--- config.mk ---
export PLATFORM = sky130hd
export DESIGN_NAME = spi_packet_receiver
export DESIGN_NICKNAME = d
export VERILOG_FILES = /design/src/rtl/spi_packet_receiver_pkg.sv /design/src/rtl/spi_sync_edge.sv /design/src/rtl/spi_packet_receiver.sv
export SDC_FILE = /design/constraint.sdc
export NUM_CORES = 1
export LEC_CHECK = 0
export ABC_CLOCK_PERIOD_IN_PS = 2300
export BUFFER_PORTS_ARGS = -buffer_cell sky130_fd_sc_hd__buf_2
export CAP_MARGIN = 20
export CORE_ASPECT_RATIO = 0.6
export CORE_MARGIN = 5
export CORE_UTILIZATION = 55
export DETAILED_ROUTE_END_ITERATION = 10
export PLACE_DENSITY = 0.76
export SKIP_LAST_GASP = 1
export SYNTH_ARGS = -nofsm -noshare
export SYNTH_HDL_FRONTEND = slang
export SYNTH_SLANG_ARGS = --single-unit
--- constraint.sdc ---
create_clock -name clk -period 2.3 [get_ports clk]
set_input_delay 0.46 -clock clk [delete_from_list [all_inputs] [get_ports clk]]
set_output_delay 0.46 -clock clk [all_outputs]
set_load 0.01 [all_outputs]
--- src/rtl/spi_packet_receiver_pkg.sv ---
// Shared router definitions used by the SPI ingress stage.
//   - Destination port encodings.
//   - Header field positions inside the first received word.
//   - Receiver FSM state encoding.
//   - Header validity check.
package spi_packet_receiver_pkg;

  localparam logic [1:0] PORT0 = 2'b00;
  localparam logic [1:0] PORT1 = 2'b01;

  // The destination field is the top DEST_W bits of the header word.
  // DEST_MSB_OFS is the distance of its MSB below the word MSB.
  localparam int DEST_W       = 2;
  localparam int DEST_MSB_OFS = 0;

  // The length field occupies header bits [LEN_MSB:LEN_LSB].
  localparam int LEN_MSB = 3;
  localparam int LEN_LSB = 0;
  localparam int LEN_W   = LEN_MSB - LEN_LSB + 1;

  typedef enum logic [2:0] {
    IDLE,
    HEADER,
    PAYLOAD,
    PRESENT,
    STROBE,
    DRAIN
  } state_t;

  // A header is accepted only for a routed port and a non-empty payload.
  function automatic logic hdr_valid(input logic [DEST_W-1:0] dest,
                                     input logic [LEN_W-1:0]  len);
    return ((dest == PORT0) || (dest == PORT1)) && (len != '0);
  endfunction

endpackage

--- src/rtl/spi_sync_edge.sv ---
// Synchronizes the asynchronous SPI pins into the clk domain and derives
// single-cycle edge events.
//   clk, rst   : system clock, asynchronous active-high reset
//   sclk, mosi, cs_n : raw SPI pins
//   sclk_rise  : one-cycle pulse on a synchronized sclk rising edge
//   cs_fall    : one-cycle pulse on a synchronized cs_n falling edge
//   cs_rise    : one-cycle pulse on a synchronized cs_n rising edge
//   mosi_s     : synchronized mosi, aligned with sclk_rise
//   cs_s       : synchronized cs_n level
module spi_sync_edge #(
  parameter int SYNC_STAGES = 2
) (
  input  logic clk,
  input  logic rst,
  input  logic sclk,
  input  logic mosi,
  input  logic cs_n,
  output logic sclk_rise,
  output logic cs_fall,
  output logic cs_rise,
  output logic mosi_s,
  output logic cs_s
);

  logic [SYNC_STAGES-1:0] sclk_sync;
  logic [SYNC_STAGES-1:0] mosi_sync;
  logic [SYNC_STAGES-1:0] cs_sync;
  logic                   sclk_prev;
  logic                   cs_prev;

  // The cs_n chain resets low rather than to the idle-high level: if reset
  // lands in the middle of a packet with cs_n still asserted, no falling edge
  // is seen afterwards, so the receiver waits for a genuinely new packet.
  // A high cs_n after reset only produces a rising edge, which IDLE ignores.
  always_ff @(posedge clk or posedge rst) begin
    if (rst) begin
      sclk_sync <= '0;
      mosi_sync <= '0;
      cs_sync   <= '0;
      sclk_prev <= 1'b0;
      cs_prev   <= 1'b0;
    end else begin
      sclk_sync <= {sclk_sync[SYNC_STAGES-2:0], sclk};
      mosi_sync <= {mosi_sync[SYNC_STAGES-2:0], mosi};
      cs_sync   <= {cs_sync[SYNC_STAGES-2:0], cs_n};
      sclk_prev <= sclk_sync[SYNC_STAGES-1];
      cs_prev   <= cs_sync[SYNC_STAGES-1];
    end
  end

  assign sclk_rise = ~sclk_prev & sclk_sync[SYNC_STAGES-1];
  assign cs_fall   = cs_prev & ~cs_sync[SYNC_STAGES-1];
  assign cs_rise   = ~cs_prev & cs_sync[SYNC_STAGES-1];
  assign mosi_s    = mosi_sync[SYNC_STAGES-1];
  assign cs_s      = cs_sync[SYNC_STAGES-1];

endmodule

--- src/rtl/spi_packet_receiver.sv ---
// SPI mode-0 slave ingress stage. Deserializes MSB-first words, decodes a
// one-word header (destination + length) and hands each payload word to the
// port demultiplexer with a held selector and a one-cycle enable strobe.
// Malformed, aborted or overrun packets are dropped with a pkt_error pulse.
//   clk, rst   : system clock, asynchronous active-high reset
//   sclk, mosi, cs_n : SPI slave pins (asynchronous to clk)
//   selector   : destination port, updated only when a header is accepted
//   data_out   : current payload word
//   enable     : one-cycle strobe; demux samples selector/data_out here
//   busy       : high while a packet is framed (not IDLE)
//   pkt_done   : one-cycle pulse after the last enable of a valid packet
//   pkt_error  : one-cycle pulse on any dropped packet
module spi_packet_receiver
  import spi_packet_receiver_pkg::*;
#(
  parameter int DATA_WIDTH  = 8,
  parameter int SYNC_STAGES = 2
) (
  input  logic                  clk,
  input  logic                  rst,
  input  logic                  sclk,
  input  logic                  mosi,
  input  logic                  cs_n,
  output logic [DEST_W-1:0]     selector,
  output logic [DATA_WIDTH-1:0] data_out,
  output logic                  enable,
  output logic                  busy,
  output logic                  pkt_done,
  output logic                  pkt_error
);

  localparam int BCW = $clog2(DATA_WIDTH);

  logic sclk_rise, cs_fall, cs_rise, mosi_s, cs_s;

  spi_sync_edge #(
    .SYNC_STAGES(SYNC_STAGES)
  ) u_sync (
    .clk      (clk),
    .rst      (rst),
    .sclk     (sclk),
    .mosi     (mosi),
    .cs_n     (cs_n),
    .sclk_rise(sclk_rise),
    .cs_fall  (cs_fall),
    .cs_rise  (cs_rise),
    .mosi_s   (mosi_s),
    .cs_s     (cs_s)
  );

  state_t                state, state_nxt;
  logic [BCW-1:0]        bit_cnt;
  logic [LEN_W-1:0]      remain;
  logic [DATA_WIDTH-2:0] shreg;
  logic [DATA_WIDTH-1:0] word;
  logic                  counting;
  logic                  word_done;
  logic                  load_hdr, load_data, dec_cnt, clr_bits;
  logic                  err_nxt, done_nxt;
  logic [DEST_W-1:0]     hdr_dest;
  logic [LEN_W-1:0]      hdr_len;

  // The word including the bit being shifted in this cycle, so a completed
  // word can be consumed in the same cycle its last edge is detected.
  assign word     = {shreg, mosi_s};
  assign hdr_dest = word[DATA_WIDTH-1-DEST_MSB_OFS -: DEST_W];
  assign hdr_len  = word[LEN_MSB:LEN_LSB];

  // Bits keep being counted in PRESENT/STROBE so an early next word is
  // recognised as an overrun; DRAIN and IDLE ignore the bus.
  assign counting  = (state == HEADER) || (state == PAYLOAD) ||
                     (state == PRESENT) || (state == STROBE);
  assign word_done = counting && sclk_rise && (bit_cnt == BCW'(DATA_WIDTH - 1));
  assign busy      = (state != IDLE);

  always_ff @(posedge clk or posedge rst) begin
    if (rst) begin
      state <= IDLE;
    end else begin
      state <= state_nxt;
    end
  end

  // cs_n rise is tested before word completion everywhere: an abort wins
  // over a word finishing in the same cycle.
  always_comb begin
    state_nxt = state;
    load_hdr  = 1'b0;
    load_data = 1'b0;
    dec_cnt   = 1'b0;
    clr_bits  = 1'b0;
    err_nxt   = 1'b0;
    done_nxt  = 1'b0;
    enable    = 1'b0;
    unique case (state)
      IDLE: begin
        if (cs_fall) begin
          clr_bits  = 1'b1;
          state_nxt = HEADER;
        end
      end
      HEADER: begin
        if (cs_rise) begin
          err_nxt   = 1'b1;
          state_nxt = IDLE;
        end else if (word_done) begin
          if (hdr_valid(hdr_dest, hdr_len)) begin
            load_hdr  = 1'b1;
            state_nxt = PAYLOAD;
          end else begin
            err_nxt   = 1'b1;
            state_nxt = DRAIN;
          end
        end
      end
      PAYLOAD: begin
        if (cs_rise) begin
          err_nxt   = 1'b1;
          state_nxt = IDLE;
        end else if (word_done) begin
          load_data = 1'b1;
          state_nxt = PRESENT;
        end
      end
      PRESENT: begin
        if (cs_rise) begin
          err_nxt   = 1'b1;
          state_nxt = IDLE;
        end else if (word_done) begin
          err_nxt   = 1'b1;
          state_nxt = DRAIN;
        end else begin
          state_nxt = STROBE;
        end
      end
      STROBE: begin
        // The strobe for the word already presented always completes.
        enable  = 1'b1;
        dec_cnt = 1'b1;
        if (cs_rise) begin
          state_nxt = IDLE;
          if (remain > LEN_W'(1)) begin
            err_nxt = 1'b1;
          end else begin
            done_nxt = 1'b1;
          end
        end else if (word_done) begin
          err_nxt   = 1'b1;
          state_nxt = DRAIN;
        end else if (remain == LEN_W'(1)) begin
          done_nxt  = 1'b1;
          state_nxt = DRAIN;
        end else begin
          state_nxt = PAYLOAD;
        end
      end
      DRAIN: begin
        if (cs_s) begin
          state_nxt = IDLE;
        end
      end
      default: begin
        state_nxt = IDLE;
      end
    endcase
  end

  always_ff @(posedge clk or posedge rst) begin
    if (rst) begin
      bit_cnt   <= '0;
      remain    <= '0;
      selector  <= PORT0;
      data_out  <= '0;
      pkt_done  <= 1'b0;
      pkt_error <= 1'b0;
    end else begin
      pkt_done  <= done_nxt;
      pkt_error <= err_nxt;
      if (clr_bits) begin
        bit_cnt <= '0;
      end else if (counting && sclk_rise) begin
        bit_cnt <= word_done ? '0 : bit_cnt + BCW'(1);
      end
      if (load_hdr) begin
        selector <= hdr_dest;
        remain   <= hdr_len;
      end else if (dec_cnt) begin
        remain <= remain - LEN_W'(1);
      end
      if (load_data) begin
        data_out <= word;
      end
    end
  end

  // Shift register needs no reset: data_out only loads from a full word.
  always_ff @(posedge clk) begin
    if (sclk_rise) begin
      shreg <= word[DATA_WIDTH-2:0];
    end
  end

endmodule

# ---- Yosys cells after proc, flatten, opt, wreduce, memory -nomap -nowiden
# Index checks and enable logic that the tools add are counted.
dict set report word_totals {
  mem_bits_rw 0
  n_memories 0
  mem_bits_ro 0
  wordCells 89
  register_bits 37
  latch_bits 0
  output_inout_bits 14
}
dict set report classes {
  n_reduce_logical 14
  order_cmp 1
  n_mul 0
  n_addsub 2
  n_div 0
  bitwise_logic 6
  mux 41
  n_shift 0
  n_eq_ne 12
}
# operator count
set ops {}
lappend ops {{two-way mux 3 bit} 14}
lappend ops {{two-way mux 1 bit} 23}
lappend ops {{one-hot mux 3 bit (6 select lines)} 1}
lappend ops {{equality test 3 bit, second input constant} 3}
lappend ops {{two-way mux 4 bit} 2}
lappend ops {{equality test 3 x 2 -> 1 bit, second input constant} 2}
lappend ops {{inequality test 3 bit, second input constant} 2}
lappend ops {{equality test 4 x 1 -> 1 bit, second input constant} 1}
lappend ops {{greater-than comparator 4 x 1 -> 1 bit, second input constant} 1}
lappend ops {{logical OR 1 bit} 4}
lappend ops {{one-hot mux 1 bit (4 select lines)} 1}
lappend ops {{AND reduction 4 bit} 1}
lappend ops {{nonzero test 2 bit} 2}
lappend ops {{nonzero test 4 bit} 1}
lappend ops {{subtractor 4 x 1 -> 4 bit, second input constant} 1}
lappend ops {{adder 3 x 1 -> 3 bit, second input constant} 1}
lappend ops {{bitwise AND 1 bit} 3}
lappend ops {{equality test 3 x 1 -> 1 bit, second input constant} 1}
lappend ops {{logical AND 1 bit} 3}
lappend ops {{logical NOT 3 bit} 1}
lappend ops {{inverter 1 bit} 3}
lappend ops {{nonzero test 3 bit} 1}
lappend ops {{equality test 2 x 1 -> 1 bit, second input constant} 1}
lappend ops {{logical NOT 2 bit} 1}
lappend ops {{2 further kinds} 2}

# ---- Depth between registers and ports, before layout
dict set report logic_depth {
  word_depth 10
  depth_mapped 8
}

# ---- Hierarchy
# From an unflattened synthesis, not the netlist that was laid out.
dict set report unflattened {
  cells_unflattened 143
  area_unflattened_um2 1655.3
}
# module cells_per_inst area_per_inst_um2 instances
set modules_own_cells {}
lappend modules_own_cells {spi_packet_receiver 131 1430.1 1}
lappend modules_own_cells {spi_sync_edge 12 225.2 1}

# ---- Least setup slack after synthesis
# OpenSTA, ideal clock, no wires.
dict set report synth_timing {
  path_type {register -> register}
  startpoint {reg bit_cnt[0]}
  endpoint {reg remain[0]}
  arrival_ns 1.762
  period_less_slack_ns 1.887
  t_required_ns 2.175
  stages_incl_launch_ff 9
  path_slack_ns 0.413
  cell_sequence {dfrtp_1 > ha_1 > ha_1 > and3b_1 > buf_4 > nand3_2 > or3_1 > buf_6 > mux2_4}
}
dict set report synth_between {
  elab_chain_cells 6
  elab_cells_between_ends 7
  classes_between {eq/ne: 1; mux: 4; reduce/logical: 2}
}
# element line_no
set synth_rtl {}
lappend synth_rtl {{start, declared} spi_packet_receiver.sv:52} ;# logic [BCW-1:0] bit_cnt;
lappend synth_rtl {{start signal, assigned} spi_packet_receiver.sv:182} ;# bit_cnt <= word_done ? '0 : bit_cnt + BCW'(1);
lappend synth_rtl {{equality test 3 bit *} spi_packet_receiver.sv:73} ;# assign word_done = counting && sclk_rise && (bit_cnt == BCW'(DATA_WIDTH - 1));
lappend synth_rtl {{logical AND 1 bit *} spi_packet_receiver.sv:73}
lappend synth_rtl {{two-way mux 1 bit *} spi_packet_receiver.sv:106} ;# end else if (word_done) begin
lappend synth_rtl {{two-way mux 1 bit *} spi_packet_receiver.sv:103} ;# if (cs_rise) begin
lappend synth_rtl {{two-way mux 1 bit *} spi_packet_receiver.sv:95} ;# unique case (state)
lappend synth_rtl {{two-way mux 4 bit or nonzero test 2 bit (tied branches)} n/a}
lappend synth_rtl {{end signal, assigned} spi_packet_receiver.sv:186} ;# remain <= hdr_len;
lappend synth_rtl {{end signal, assigned} spi_packet_receiver.sv:188} ;# remain <= remain - LEN_W'(1);
lappend synth_rtl {{end, declared} spi_packet_receiver.sv:53} ;# logic [LEN_W-1:0] remain;
# Every way passes the cells marked *; elsewhere a longest branch is shown, timed or not.
# A chain may end at the register's enable or synchronous reset.

# ---- Worst setup path after layout
dict set report layout_timing {
  startpoint {reg state[2]}
  endpoint {out enable}
}
dict set report layout_between {
  elab_chain_cells 2
}
# element line_no
set layout_rtl {}
lappend layout_rtl {{start, declared} spi_packet_receiver.sv:51} ;# state_t state, state_nxt;
lappend layout_rtl {{start signal, assigned} spi_packet_receiver.sv:80} ;# state <= state_nxt;
lappend layout_rtl {{equality test 3 bit} spi_packet_receiver.sv:95}
lappend layout_rtl {{two-way mux 1 bit} spi_packet_receiver.sv:95}
lappend layout_rtl {{end, declared} spi_packet_receiver.sv:26} ;# output logic enable,
# No other way between the ends.

==> metrics.md <==
| Metric | Value |
|---|---|
| ANT cells | 0 |
| Reg-to-Reg Start | bit_cnt[0]$_DFFE_PP0P_ |
| Area grow syn2layout | 12.55% |
| Synth Cell Area | 1724 um2 |
| Slowest library cell on the worst path | dfrtp_1 |
| Rows | 15 |
| Fin util | 65.86% |
| Crit path launch type | flip-flop |
| Post-Syn Area per Cell | 11.97 um2 |
| Tightest Pin Transition | 453.0 ps |
| Area of placed instances | 1851 um2 |
| Port bufs | 18 |
| Register area | 960.9 um2 |
| Post-synth top flop | dfrtp_1 |
| Final Critical Period | 2121 ps |
| Asr flop ratio synth | 81.08% |
| CTS Buf Count | 5 |
| Most common cell after layout, fill and taps aside | dfrtp_1 |
| Critical path required time | 1840 ps |
| Initial DRT Pass Iterations | 4 |
| Root buffer cell | clkbuf_8 |
| Crit path largest cell delay | 620 ps |
| Post-CTS Setup Repair Bufs | 0 |
| Register area share after synthesis | 55.73% |
| Fin area | 1941 um2 |
| Total gr overflow | 0 |
| First-pass GRT wire length | 5409 um |
| Die height | 53.37 um |
| Reg2Reg Depth | 6 |
| Sequential Power Share | 48.5% |
| Post-DP HPWL | 2353 um |
| Overall die width | 82.28 um |
| Data arrival, critical path | 1660 ps |
| Post-Syn Instances | 144 |
| Post-synth EDFFs | 7 |
| Multi-input combinational cell area | 690.7 um2 |
| Antenna violations before repair | 0 |
| WP buf/inv | 2 |
| Worst vdd ir | 0.5431 mV |
| PD cells | 973.6 nW/um2 |
| Critical Path End Type | output pin |
| Setup slack, reg-to-reg | 240 ps |
| Core box area | 2947 um2 |
| Routed wire length | 3242 um |
| Crit-path cells | or3b_4 -> inv_2 -> buf_2 |
| Total power | 0.001889 W |
| Post-route ant nets | 0 |
| GRT Overall Usage | 17.06% |
| RSZ-0062 raised after global routing | false |
| Max Buffers Root-to-Sink | 2 |
| Status | finished clean |
| Filler Cells Inserted | 223 |
| Largest net degree at the start of global routing | 31 |
| Net Switching | 0.0006589 W |
| CTS resizes | 0 |
| Hold Fails Final Rpt | 0 |
| Final GP Congestion | 0.9620 |
| Syn nets | 153 |
| Switching share of power | 34.87% |
| Cts hold-fix bufs | 0 |
| Slew Limit Fails | 0 |
| Clock share of power | 23.9% |
| Crit Path Category | flip-flop to output pin |
| Max Clock Freq | 471.4 MHz |
| Most frequent cells in the layout | dfrtp_1 (30), buf_2 (18), a21oi_1 (10) |
| Routed WL per cell | 15.59 um |
| Crit path max-delay family | flip-flops |
| H-tree levels | 2 |
| Layout Skew | 5.600 ps |
| Post-route DRC violation count | 0 |
| Initial Utilization | 58.51% |
| Clock sinks | 37 |
| IO Pins | 19 |
| Combinational power share | 27.7% |
| Slew headroom | 69.80% |
| #FFs+latches synth | 37 |
| Nets | 174 |
| CTS tree | built |
| Hold Crit Class | input pin to async pin |
| Clk pin slew, worst setup/hold paths | 80 ps |
| Share of layout cells above drive strength 1 | 30.12% |
| Via count | 1,203 |
| Vias in the first global route | 1,141 |
| Worst skew pair latency | 290 ps |
| MaxCap Viol Count | 0 |
| 1st-iter DRT viols | 135 |
| Die Area | 4391 um2 |
| Netlist cell types | 46 |
| Pleak | 0.9170 nW |
| Setup TNS | 0 ps |
| Tcrit/Tclk final | 92.22% |
| Crit-path max FO | 15 |
| Setup-failing EPs final | 0 |
| Via-per-instance ratio | 5.784 |
| Yosys warning count | 0 |
| R2r endpoint | selector[0]$_DFFE_PP0P_ |
| Int Power | 0.001231 W |
## state kept, by name, summed over array words and instances (netlist names)
register	count
remain	4
bit_cnt	3
u_sync.sclk_sync	2
state	3
u_sync.cs_sync	2
selector	2
shreg	7
data_out	8
u_sync.cs_prev	1
pkt_error	1
u_sync.mosi_sync	2
u_sync.sclk_prev	1
pkt_done	1
## synth_stat cells (all sizes together) (2+ instances only)
cell type  count  share of area, %
and2           2              0.80
clkbuf         2              0.44
a2bb2oi        2               1.0
or2            2              0.73
nor2           7               1.5
ha             4               2.9
buf            6               2.2
nor3b          2              0.87
edfxtp         7                12
nand3          3               1.2
o311ai         2               1.0
or3b           3               1.7
o21ai          5               1.5
inv            7               1.5
o2bb2a         2               1.2
or3            3               1.1
nor4           5               1.8
a21oi         10               2.9
nand2b         3               1.1
nor2b          3               1.1
xnor2          2               1.0
mux2          11               7.8
dfrtp         30                44
and3b          2               1.0
nand2          7               1.5
## worst reg2reg max path: stages, from the launching register on
cell	delay, ps
dfrtp_1	380
ha_1	170
ha_1	190
and3b_1	240
nand3_2	130
or3_1	490
mux2_4	350
## per-stage QoR
stage / std cells / hold slack (ps) / setup slack (ps)
global route: 208 / 257.9 / 103.8
CTS: 208 / 231.0 / 201.3
detailed placement: 200 / 336.3 / 276.4
floorplan: 144 / 331.2 / 412.6
finish: 208 / 218.3 / 178.8
global placement: 200 / 332.4 / 407.4
## layout make-up
type                       count  area share [%]
multi-input combinational     92           35.59
sequential                    37           49.52
tap                           42           2.708
clock inverter                 3           1.096
timing repair buffer          22           6.190
inverter                       7           1.354
clock buffer                   5           3.546
## power groups by stage
stage / registers, W / logic, W / clock network [W]
after floorplan: 0.000847 / 0.000451 / 0
after global placement: 0.000909 / 0.000496 / 0
after detailed placement: 0.000921 / 0.000517 / 0
after CTS: 0.000908 / 0.000521 / 0.000462
after global routing: 0.000924 / 0.000579 / 0.000498
final: 0.000916 / 0.000523 / 0.000451
## how the worst max path moves through the flow
| stage | startpoint | to | slack [ps] | cells after the start |
|---|---|---|---|---|
| 3_3_place_gp | bit_cnt[0]$_DFFE_PP0P_ | selector[0]$_DFFE_PP0P_ | 410 | 6 |
| 3_5_place_dp | bit_cnt[0]$_DFFE_PP0P_ | selector[0]$_DFFE_PP0P_ | 280 | 6 |
| 2_1_floorplan | bit_cnt[0]$_DFFE_PP0P_ | remain[0]$_DFFE_PP0P_ | 410 | 8 |
| 6_report | state[2]$_DFFE_PP0P_ | enable | 180 | 3 |
| 5_1_grt | state[2]$_DFFE_PP0P_ | enable | 100 | 3 |
| 4_1_cts | state[2]$_DFFE_PP0P_ | enable | 200 | 3 |
## kinds of logic after synthesis
group	after synthesis	share of synthesized area [%]
compound gates	32	13.06
xor+xnor	2	1.016
fa+ha+maj	4	2.903
buf+inv	15	4.209
flops	37	55.73
mux	11	7.837
simple gates	43	15.24
## per-layer routing
metal | routed length (um) | share of wire (%) | global-route usage, %
met1 | 1520 | 47 | 22.56
met2 | 1480 | 46 | 25.00
met3 | 197 | 6.1 | 5.442
met4 | 43 | 1.3 | 8.564
met5 | 0 | 0 | 0
(Power assumes the default switching activity.)
